--- config.mk ---
export PLATFORM = sky130hd
export DESIGN_NAME = demux_1x2_8bits
export DESIGN_NICKNAME = d
export VERILOG_FILES = /design/src/rtl/pcie_lane_pkg.sv /design/src/rtl/gap_timer.sv /design/src/rtl/demux_1x2_8bits.sv
export SDC_FILE = /design/constraint.sdc
export NUM_CORES = 1
export LEC_CHECK = 0
export BUFFER_PORTS_ARGS = -buffer_cell sky130_fd_sc_hd__buf_2
export CORE_MARGIN = 3
export CORE_UTILIZATION = 50
export CTS_CLUSTER_SIZE = 14
export DETAILED_ROUTE_END_ITERATION = 10
export PLACE_DENSITY = 0.76
export SYNTH_ARGS = -nofsm -noshare
export SYNTH_HDL_FRONTEND = slang
export SYNTH_SLANG_ARGS = --single-unit
export TNS_END_PERCENT = 1
--- constraint.sdc ---
create_clock -name clk -period 1.5 [get_ports clk]
set_input_delay 0.225 -clock clk [delete_from_list [all_inputs] [get_ports clk]]
set_output_delay 0.225 -clock clk [all_outputs]
set_load 0.005 [all_outputs]
--- src/rtl/pcie_lane_pkg.sv ---
// Definitions shared by the PCIe lane 2x1 multiplexer and the 1x2 de-interleaver.
// Both sides agree on the lane byte width and on the de-interleaver state encoding.
package pcie_lane_pkg;

    localparam int LANE_WIDTH = 8;

    typedef enum logic {
        ST_EXPECT0 = 1'b0,
        ST_HAVE0   = 1'b1
    } laneState_t;

endpackage

--- src/rtl/gap_timer.sv ---
// Counts consecutive idle cycles while a lane-0 byte is held.
// Expires on the MAX_GAP-th idle cycle, then restarts from zero.
module gap_timer #(
    parameter int MAX_GAP = 4
) (
    input  logic clk,
    input  logic reset,
    input  logic clear,
    input  logic inc,
    output logic expire
);

    localparam int CW = (MAX_GAP > 0) ? $clog2(MAX_GAP + 1) : 1;
    localparam logic [CW-1:0] LAST = CW'(MAX_GAP - 1);

    logic [CW-1:0] r_count;

    assign expire = (r_count == LAST) && inc;

    // The counter resets on expiry, so it never goes past LAST and never wraps.
    always_ff @(posedge clk) begin
        if (reset) begin
            r_count <= '0;
        end else if (clear || expire) begin
            r_count <= '0;
        end else if (inc) begin
            r_count <= r_count + CW'(1);
        end
    end

endmodule

--- src/rtl/demux_1x2_8bits.sv ---
// Splits the serialized byte stream back into two lanes and aligns each pair.
// A lone lane-0 byte is flushed when the gap timer expires.
module demux_1x2_8bits
    import pcie_lane_pkg::*;
#(
    parameter int WIDTH   = LANE_WIDTH,
    parameter int MAX_GAP = 4
) (
    input  logic             clk,
    input  logic             reset,
    input  logic [WIDTH-1:0] data_in,
    input  logic             valid_in,
    output logic [WIDTH-1:0] out0,
    output logic [WIDTH-1:0] out1,
    output logic             valid0,
    output logic             valid1
);

    laneState_t       r_state;
    logic [WIDTH-1:0] r_hold;
    logic [WIDTH-1:0] r_out0;
    logic [WIDTH-1:0] r_out1;
    logic             r_valid0;
    logic             r_valid1;

    laneState_t       w_stateNext;
    logic [WIDTH-1:0] w_holdNext;
    logic [WIDTH-1:0] w_out0Next;
    logic [WIDTH-1:0] w_out1Next;
    logic             w_valid0Next;
    logic             w_valid1Next;
    logic             w_gapInc;
    logic             w_gapClear;
    logic             w_gapExpire;

    // Any accepted byte restarts the idle count, whether it starts or completes a pair.
    assign w_gapClear = valid_in;

    gap_timer #(
        .MAX_GAP (MAX_GAP)
    ) u_gapTimer (
        .clk    (clk),
        .reset  (reset),
        .clear  (w_gapClear),
        .inc    (w_gapInc),
        .expire (w_gapExpire)
    );

    always_ff @(posedge clk) begin
        if (reset) begin
            r_state  <= ST_EXPECT0;
            r_hold   <= '0;
            r_out0   <= '0;
            r_out1   <= '0;
            r_valid0 <= 1'b0;
            r_valid1 <= 1'b0;
        end else begin
            r_state  <= w_stateNext;
            r_hold   <= w_holdNext;
            r_out0   <= w_out0Next;
            r_out1   <= w_out1Next;
            r_valid0 <= w_valid0Next;
            r_valid1 <= w_valid1Next;
        end
    end

    // A valid byte in HAVE0 always forms a pair, so it takes priority over a flush.
    always_comb begin
        w_stateNext  = r_state;
        w_holdNext   = r_hold;
        w_out0Next   = r_out0;
        w_out1Next   = r_out1;
        w_valid0Next = 1'b0;
        w_valid1Next = 1'b0;
        w_gapInc     = 1'b0;
        case (r_state)
            ST_EXPECT0: begin
                if (valid_in) begin
                    w_holdNext  = data_in;
                    w_stateNext = ST_HAVE0;
                end
            end
            ST_HAVE0: begin
                if (valid_in) begin
                    w_out0Next   = r_hold;
                    w_out1Next   = data_in;
                    w_valid0Next = 1'b1;
                    w_valid1Next = 1'b1;
                    w_stateNext  = ST_EXPECT0;
                end else begin
                    w_gapInc = 1'b1;
                    if (w_gapExpire) begin
                        w_out0Next   = r_hold;
                        w_valid0Next = 1'b1;
                        w_stateNext  = ST_EXPECT0;
                    end
                end
            end
        endcase
    end

    assign out0   = r_out0;
    assign out1   = r_out1;
    assign valid0 = r_valid0;
    assign valid1 = r_valid1;

endmodule

### Yosys cells after proc, flatten, opt, wreduce, memory -nomap -nowiden

Index checks and enable logic that the tools add are counted.

| cells by class | value |
|---|---|
| add/sub/neg operators | 1 |
| multipliers | 0 |
| div/mod/pow operators | 0 |
| order comparisons | 0 |
| equality and inequality tests | 1 |
| shift operators | 0 |
| multiplexer cells | 10 |
| bitwise operators | 1 |
| reduce and logical (&&, ||, !) cells | 8 |

Operator list:

| cell | count |
|---|---|
| 8-bit two-way mux | 2 |
| 1-bit two-way mux | 7 |
| 2-bit AND reduction | 3 |
| 2-bit OR reduction | 2 |
| 3-bit by 1-bit adder with 3-bit output (second input constant) | 1 |
| 3-bit by 2-bit equality test with 1-bit output (second input constant) | 1 |
| 1-bit one-hot mux with 2 select lines | 1 |
| 2-bit nonzero test | 1 |
| 1-bit logical AND | 1 |
| 1-bit logical OR | 1 |
| 1-bit NOT | 1 |

| word-level totals | value |
|---|---|
| register bits after elaboration | 30 |
| latch bits | 0 |
| RAM bits | 0 |
| memory bits (read-only) | 0 |
| bits of input ports | 11 |
| output and inout bits | 18 |
| logic and storage cells | 28 |
| memories kept | 0 |

### Longest topological paths before layout

Gate-level depths: netlist of run 1.

| depth | value |
|---|---|
| word-level depth | 6 |
| depth in mapped cells | 5 |
| gate-level depth less buffers | 5 |

### By module

From an unflattened synthesis of run 1, not the netlist that was laid out.

| unflattened totals | value |
|---|---|
| cell total of the unflattened synthesis | 133 |
| area, all modules | 1,124.8 sq um |

By module, submodules not included:

| module | times used | cells an instance | area each (sq um) |
|---|---|---|---|
| demux_1x2_8bits | 1 | 116 | 960.9 |
| gap_timer | 1 | 17 | 163.9 |

### Worst setup path after synthesis of run 1

OpenSTA, ideal clock, no wires.

| timing | value |
|---|---|
| path type | flip-flop to flip-flop |
| start point | register u_gapTimer.r_count[0] |
| end point | register r_out0[6], in the netlist out0[6] |
| library setup time | 0.071 ns |
| arrival | 1.183 ns |
| required time | 1.429 ns |
| path slack | 0.247 ns |
| cell stages (with the launch flop) | 6 |
| path buffers | 0 |
| clock period less this slack | 1.253 ns |
| cells stage by stage | dfxtp_1 -> ha_1 -> ha_1 -> o21ai_2 -> nand2_1 -> a21oi_1 |

| on the way | value |
|---|---|
| word-level cells in the longest chain between the ends | 4 |

RTL lines:

| what | RTL line | source |
|---|---|---|
| start, declared | gap_timer.sv:16 | `logic [CW-1:0] r_count;` |
| start signal, assigned | gap_timer.sv:27 | `r_count <= r_count + CW'(1);` |
| 3-bit by 2-bit equality test with 1-bit output | gap_timer.sv:18 | `assign expire = (r_count == LAST) && inc;` |
| 1-bit logical AND | gap_timer.sv:18 |  |
| 2-bit nonzero test (no source line) | - |  |
| 2-bit AND reduction (no source line) | - |  |
| end signal, assigned | demux_1x2_8bits.sv:60 | `r_out0 <= w_out0Next;` |
| end, declared | demux_1x2_8bits.sv:21 | `logic [WIDTH-1:0] r_out0;` |

Every way passes these cells.
A chain may end at the register's enable or synchronous reset.

### Worst setup path after layout of run 1

| timing | value |
|---|---|
| start point | register u_gapTimer.r_count[0] |
| end point | register r_out0[1], in the netlist out0[1] |

Same word-level chain as after synthesis.

==> key figures, run 1 <==
Synthesis
  – Async SR Flop Fraction: 0
  – #FFs+latches synth: 30
  – Yosys warnings: 0
  – Cells after Synth: 132
  – Cell Area, Synth: 1080 um^2
  – Number of synthesized flops with an enable pin: 0
  – Post-Syn Nets: 145
  – Most area-consuming cells after synthesis: dfxtp_1 55%, nand2_1 15%, a21oi_1 12%
  – Predominant post-synthesis flop cell: dfxtp_1
  – Cell type with the highest aggregate area in the netlist: dfxtp_1
  – Yosys top cell area share: 0.554
  – Post-synthesis sequential area ratio: 0.554
  – Syn_area_per_cell: 8.22 um^2
  – Netlist cell types: 19

Timing
  – Final min period: 1.36 ns
  – Max-slew violation count: 0
  – RSZ-0062 raised after global routing: yes
  – Setup violators final: 0
  – Hold Slack: 0.151 ns
  – Fmax: 737 MHz
  – Least-Margin Pin Slew: 0.490 ns
  – Period utilisation layout: 0.905
  – Max_slew headroom: 0.673
  – Setup TNS: 0 ns
  – Clock skew: 0.0116 ns
  – Final hold violation count: 0

Routing
  – Final routed DRC violation total: 0
  – DR WL met2: 927 um
  – Metal3 WL: 107 um
  – WL/cell: 11.0 um
  – Via count: 925
  – Routed Antenna Nets: 0
  – Top Layer Used: met4
  – Wl on met1: 1010 um
  – Vias per cell: 4.87
  – Final wirelength: 2080 um
  – DR iter-0 viols: 12
  – First-pass detailed-route iteration total: 4

Critical path
  – Crit path capture type: flip-flop
  – R2r setup slk: 0.14 ns
  – RR Startpoint: u_gapTimer.r_count[0]
  – Crit path kind: flip-flop to flip-flop
  – R2R depth: 5
  – Reg2reg end: out0[1]
  – Arrival @ worst endpoint: 1.60 ns
  – CP required: 1.74 ns
  – Kind of start point of the critical path: flip-flop
  – Max FO, Critical Path: 9

Final layout
  – Share of post-route cells with drive strength above 1: 0.258
  – Nets: 176
  – Syn-to-layout area delta: 23.6%
  – Antenna Cells: 0
  – Util after Layout: 0.670

Clock network
  – CTS tree: built
  – Post-CTS Setup Bufs: 0
  – Sink Count: 30
  – Cts bufs inserted: 5
  – CTS root buffer: clkbuf_4
  – Worst skew pair latency: 0.32 ns
  – Worst-path clk slew: 0.09 ns
  – H-tree depth: 2
  – Maximum clock insertion buffer count: 2

Min path
  – Hold-critical path depth: 3
  – HP Start: data_in[6]
  – Hold Crit Endpoint: r_hold[6]
  – Worst hold path class: input port to flip-flop

Floorplanning
  – Die ar.: 2760 um^2
  – Row count: 16
  – I/O pins: 29
  – Horiz. Die Dim: 52.6 um
  – Initial Utilization: 0.542
  – Die Span Y: 52.6 um
  – Core box area: 2000 um^2

Global routing
  – GRT Total Usage: 0.178
  – First-pass GRT wire length: 3560 um
  – Gr ovfl total: 0
  – Largest net degree at the start of global routing: 31
  – Vias in the first global route: 804
  – Initial antenna violation count: 0

Pwr
  – Pint: 1.26 mW
  – Clock Power Share: 0.401
  – Leak pwr: 0.568 nW
  – Tot Pwr: 1.61 mW
  – Ratio of total power to cell area: 1200 nW/um^2
  – Reg power frac: 0.520
  – Switching Share: 0.216
  – Power share of the combinational group: 0.079
  – Maximum vdd ir drop: 0.903 mV
  – Switch Pwr: 0.349 mW

Outcome
  – Status: finished clean

Run
  – Max cap viols: 0

Place
  – Port bufs: 28
  – Post-DP HPWL: 1490 um
  – RD Place Congestion: 0.706
-- area by class of cell --
type                       count  area [um^2]
sequential                    30          601
timing repair buffer          32          170
tap                           27         33.8
clock buffer                   6         51.3
multi-input combinational     92          448
clock inverter                 1         30.0
inverter                       2         7.51
fill                         177          661
-- routing by layer --
layer	track usage	vias to the layer above
met3	0.0598	4
met5	0	-
met1	0.231	399
li1	-	497
met2	0.260	25
met4	0.0894	0
-- critical path, stage by stage, from the launching register on --
cell and delay [ns]:
dfxtp_1 0.33, ha_1 0.20, ha_1 0.26, o21ai_4 0.26, nand2_1 0.09, a21oi_1 0.15
-- cell usage in the layout (no fill, tap or decap), types with 2 or more instances in the layout --
cell type   n
nand2_1    42
dfxtp_1    30
buf_2      28
a21oi_1    27
nand3_1     8
clkbuf_4    5
buf_4       4
nor3_1      3
nor2_1      2
nor3b_1     2
ha_1        2
-- through the flow --
stage,instance area (um^2),instances,worst slack [ns]
global placement,1250,183,0.167
finish,1340,190,0.143
CTS,1330,190,0.0615
floorplan,1080,132,0.247
detailed placement,1250,183,0.0947
global route,1340,190,-0.0237
-- worst max path at each step --
stage                               start      end  slack (ns)  cells after the start
floorplan           u_gapTimer.r_count[0]  out0[6]        0.25                      5
global placement    u_gapTimer.r_count[0]  out0[5]        0.17                      5
detailed placement  u_gapTimer.r_count[0]  out0[7]        0.09                      5
CTS                 u_gapTimer.r_count[0]  out0[1]        0.06                      5
global route        u_gapTimer.r_count[0]  out0[0]       -0.02                      5
finish              u_gapTimer.r_count[0]  out0[1]        0.14                      5
-- power by group through the flow --
| stage | clock, mW | combinational, mW | sequential, mW |
|---|---|---|---|
| after floorplan | 0 | 0.0775 | 0.858 |
| after global placement | 0 | 0.123 | 0.855 |
| after detailed placement | 0 | 0.125 | 0.856 |
| after CTS | 0.664 | 0.125 | 0.838 |
| after global routing | 0.691 | 0.146 | 0.841 |
| final | 0.647 | 0.127 | 0.838 |
-- flip-flops by register name, indices dropped and copies added (netlist names) --
signal	cells
r_state	1
valid0	1
out0	8
valid1	1
r_hold	8
u_gapTimer.r_count	3
out1	8
-- cell usage after synthesis, drive strengths merged, types with 2 or more instances --
| master | count |
|---|---|
| ha | 2 |
| nand2 | 42 |
| dfxtp | 30 |
| buf | 4 |
| nor2 | 2 |
| inv | 2 |
| nor3 | 3 |
| clkbuf | 4 |
| a21oi | 27 |
| nor3b | 2 |
| nand3 | 8 |
-- logic make-up after synthesis --
logic type / count (synthesis) / synth area share
AOI/OAI and AO/OA: 30 / 0.148
and+or+nand+nor: 60 / 0.234
DFF: 30 / 0.554
adders and majority gates: 2 / 0.0231
buffers and inverters: 10 / 0.0415
-- what timing repair did --
item | in CTS | in global routing
setup endpoints to repair | 0 | 8
resized for setup | 0 | 2
hold buffers | 0 | 0
Note: power is estimated with default switching activity, not from simulation.
==> run 2, diff against run 1 <==
- CORE_MARGIN: 3 -> 2
==> key figures, run 2 (synthesis results as in run 1) <==
Outcome
  – Status: finished clean

Timing
  – Least-Margin Pin Slew: 0.516 ns (+0.0255 ns)
  – Clock skew: 0.00546 ns (-0.00610 ns)
  – Fmax: 734 MHz (-0.35%)
  – Max-slew violation count: 0 (unchanged)
  – RSZ-0062 raised after global routing: no
  – Max_slew headroom: 0.656 (-0.0170)
  – Setup violators final: 0 (unchanged)
  – Setup TNS: 0 ns (unchanged)
  – Final hold violation count: 0 (unchanged)
  – Period utilisation layout: 0.908 (+0.00316)
  – Final min period: 1.36 ns (+0.00473 ns)
  – Hold Slack: 0.136 ns (-0.0155 ns)

Min path
  – Hold Crit Endpoint: r_hold[3]
  – HP Start: data_in[3]
  – Worst hold path class: input port to flip-flop
  – Hold-critical path depth: 3 (unchanged)

Clock network
  – H-tree depth: 2 (unchanged)
  – CTS root buffer: clkbuf_4
  – CTS tree: built
  – Cts bufs inserted: 5 (unchanged)
  – Worst-path clk slew: 0.09 ns (about the same)
  – Sink Count: 30 (unchanged)
  – Maximum clock insertion buffer count: 2 (unchanged)
  – Worst skew pair latency: 0.33 ns (about the same)

Global routing
  – First-pass GRT wire length: 3480 um (-2.1%)
  – Initial antenna violation count: 0 (unchanged)
  – GRT Total Usage: 0.189 (+0.0109)
  – Largest net degree at the start of global routing: 31 (unchanged)
  – Vias in the first global route: 834 (+3.7%)
  – Gr ovfl total: 0 (unchanged)

Pwr
  – Pint: 1.19 mW (-5.5%)
  – Power share of the combinational group: 0.078 (about the same)
  – Leak pwr: 0.563 nW (-0.84%)
  – Reg power frac: 0.543 (+0.023)
  – Switch Pwr: 0.360 mW (+3.2%)
  – Clock Power Share: 0.379 (-0.022)
  – Ratio of total power to cell area: 1170 nW/um^2 (-2.9%)
  – Switching Share: 0.232 (+0.0153)
  – Tot Pwr: 1.55 mW (-3.6%)
  – Maximum vdd ir drop: 0.690 mV (-24%)

Floorplanning
  – Initial Utilization: 0.542 (unchanged)
  – Die Span Y: 50.6 um (-3.8%)
  – Die ar.: 2560 um^2 (-7.5%)
  – I/O pins: 29 (unchanged)
  – Row count: 16 (unchanged)
  – Horiz. Die Dim: 50.6 um (-3.8%)
  – Core box area: 2000 um^2 (unchanged)

Critical path
  – RR Startpoint: u_gapTimer.r_count[0]
  – Reg2reg end: out0[0]
  – CP max-delay cell: dfxtp_1
  – Crit path capture type: flip-flop
  – Crit path kind: flip-flop to flip-flop
  – Arrival @ worst endpoint: 1.56 ns (-0.04 ns)
  – Worst path cell trace: ha_1, ha_1, o21a_2, nand2_1, a21oi_1
  – Bufs and invs on worst path: 0 (unchanged)
  – Kind of start point of the critical path: flip-flop
  – R2r setup slk: 0.14 ns (about the same)
  – Delay-heaviest family, CP: adder cells
  – R2R depth: 5 (unchanged)
  – CP required: 1.69 ns (-0.05 ns)
  – CP dominant cell by count: ha_1
  – Max FO, Critical Path: 8 (-1)
  – Max incr delay on CP: 0.34 ns (about the same)

Routing
  – Metal3 WL: 145 um (+36%)
  – Final routed DRC violation total: 0 (unchanged)
  – Top Layer Used: met4
  – Routed Antenna Nets: 0 (unchanged)
  – Vias per cell: 5.02 (+3.0%)
  – Final wirelength: 2160 um (+3.6%)
  – First-pass detailed-route iteration total: 5 (+1)
  – WL/cell: 11.3 um (+3.6%)
  – DR WL met2: 992 um (+7.0%)
  – Via count: 953 (+3.0%)
  – Wl on met1: 992 um (-1.9%)
  – DR iter-0 viols: 18 (+6)

Place
  – Port bufs: 28 (unchanged)
  – Placed Cells: 182 (-0.55%)
  – Post-DP HPWL: 1500 um (+0.50%)
  – Post-DP Area: 1240 um^2 (-0.60%)
  – RD Place Congestion: 0.698 (-1.1%)

Final layout
  – Commonest cells after routing, fill and taps aside: 42 x nand2_1, 30 x dfxtp_1, 28 x buf_2
  – Share of post-route cells with drive strength above 1: 0.258 (unchanged)
  – Nets: 175 (-0.57%)
  – Post-Layout Inst Area: 1330 um^2 (-0.75%)
  – Leading cell type in the layout, fill and taps excluded: nand2_1
  – Syn-to-layout area delta: 22.7%
  – Antenna Cells: 0 (unchanged)
  – Fill cells: 190 (+7.3%)
  – Post-Layout Cell Count: 190 (unchanged)

Run
  – Max cap viols: 0 (unchanged)
run 2: changes by cell type in the layout (fill, tap and decap cells not counted), sizes merged:
cell / before / now
clkbuf: 6 / 8
bufinv: 1 / 0
buf: 32 / 31
run 2: worst register-to-register path: cells and delay by family, from the launching register on:
family / cells / cell delay, ns
adder cells (fa/ha/maj): 2 / 0.47
AND/OR/NAND/NOR: 1 / 0.08
AO/OA/AOI/OAI: 2 / 0.34
flip-flops: 1 / 0.34
run 2: cell type report:
| class | count | area [um^2] | area share |
|---|---|---|---|
| Sequential cell | 30 | 601 | 0.451 |
| Multi-Input combinational cell | 92 | 448 | 0.336 |
| Timing Repair Buffer | 31 | 163 | 0.122 |
| Clock buffer | 8 | 78.8 | 0.0592 |
| Tap cell | 27 | 33.8 | 0.0254 |
| Inverter | 2 | 7.51 | 0.00564 |
run 2: worst max-delay path by stage:
| stage | from | to | depth (start not counted) |
|---|---|---|---|
| after floorplan | u_gapTimer.r_count[0] | out0[6] | 5 |
| after global placement | u_gapTimer.r_count[0] | out0[4] | 5 |
| after detailed placement | u_gapTimer.r_count[0] | out0[0] | 5 |
| after CTS | u_gapTimer.r_count[0] | out0[0] | 5 |
| after global routing | u_gapTimer.r_count[0] | out0[7] | 5 |
| final | u_gapTimer.r_count[0] | out0[0] | 5 |
run 2: power groups by stage:
stage / registers [mW] / logic [mW] / clock network, mW
2_1_floorplan: 0.858 / 0.0775 / 0
3_3_place_gp: 0.861 / 0.116 / 0
3_5_place_dp: 0.862 / 0.119 / 0
4_1_cts: 0.843 / 0.120 / 0.598
5_1_grt: 0.848 / 0.137 / 0.644
6_report: 0.844 / 0.122 / 0.588
run 2: metal layers:
metal | up-vias | global-route usage
li1 | 495 | -
met1 | 424 | 0.216
met2 | 29 | 0.300
met3 | 5 | 0.0625
met4 | 0 | 0.122
met5 | - | 0
run 2: timing repair:
item                       4_1_cts  5_1_grt
resized for setup                0        2
buffers inserted                 0        0
hold endpoints to repair         0        0
setup endpoints to repair        0        4
hold buffers                     0        0
run 2: stage by stage:
step / util / setup WS, ns
6_report: 0.665 / 0.138
3_5_place_dp: 0.621 / 0.0997
4_1_cts: 0.661 / 0.0730
5_1_grt: 0.665 / 0.0537
2_1_floorplan: - / 0.247
3_3_place_gp: 0.621 / 0.177
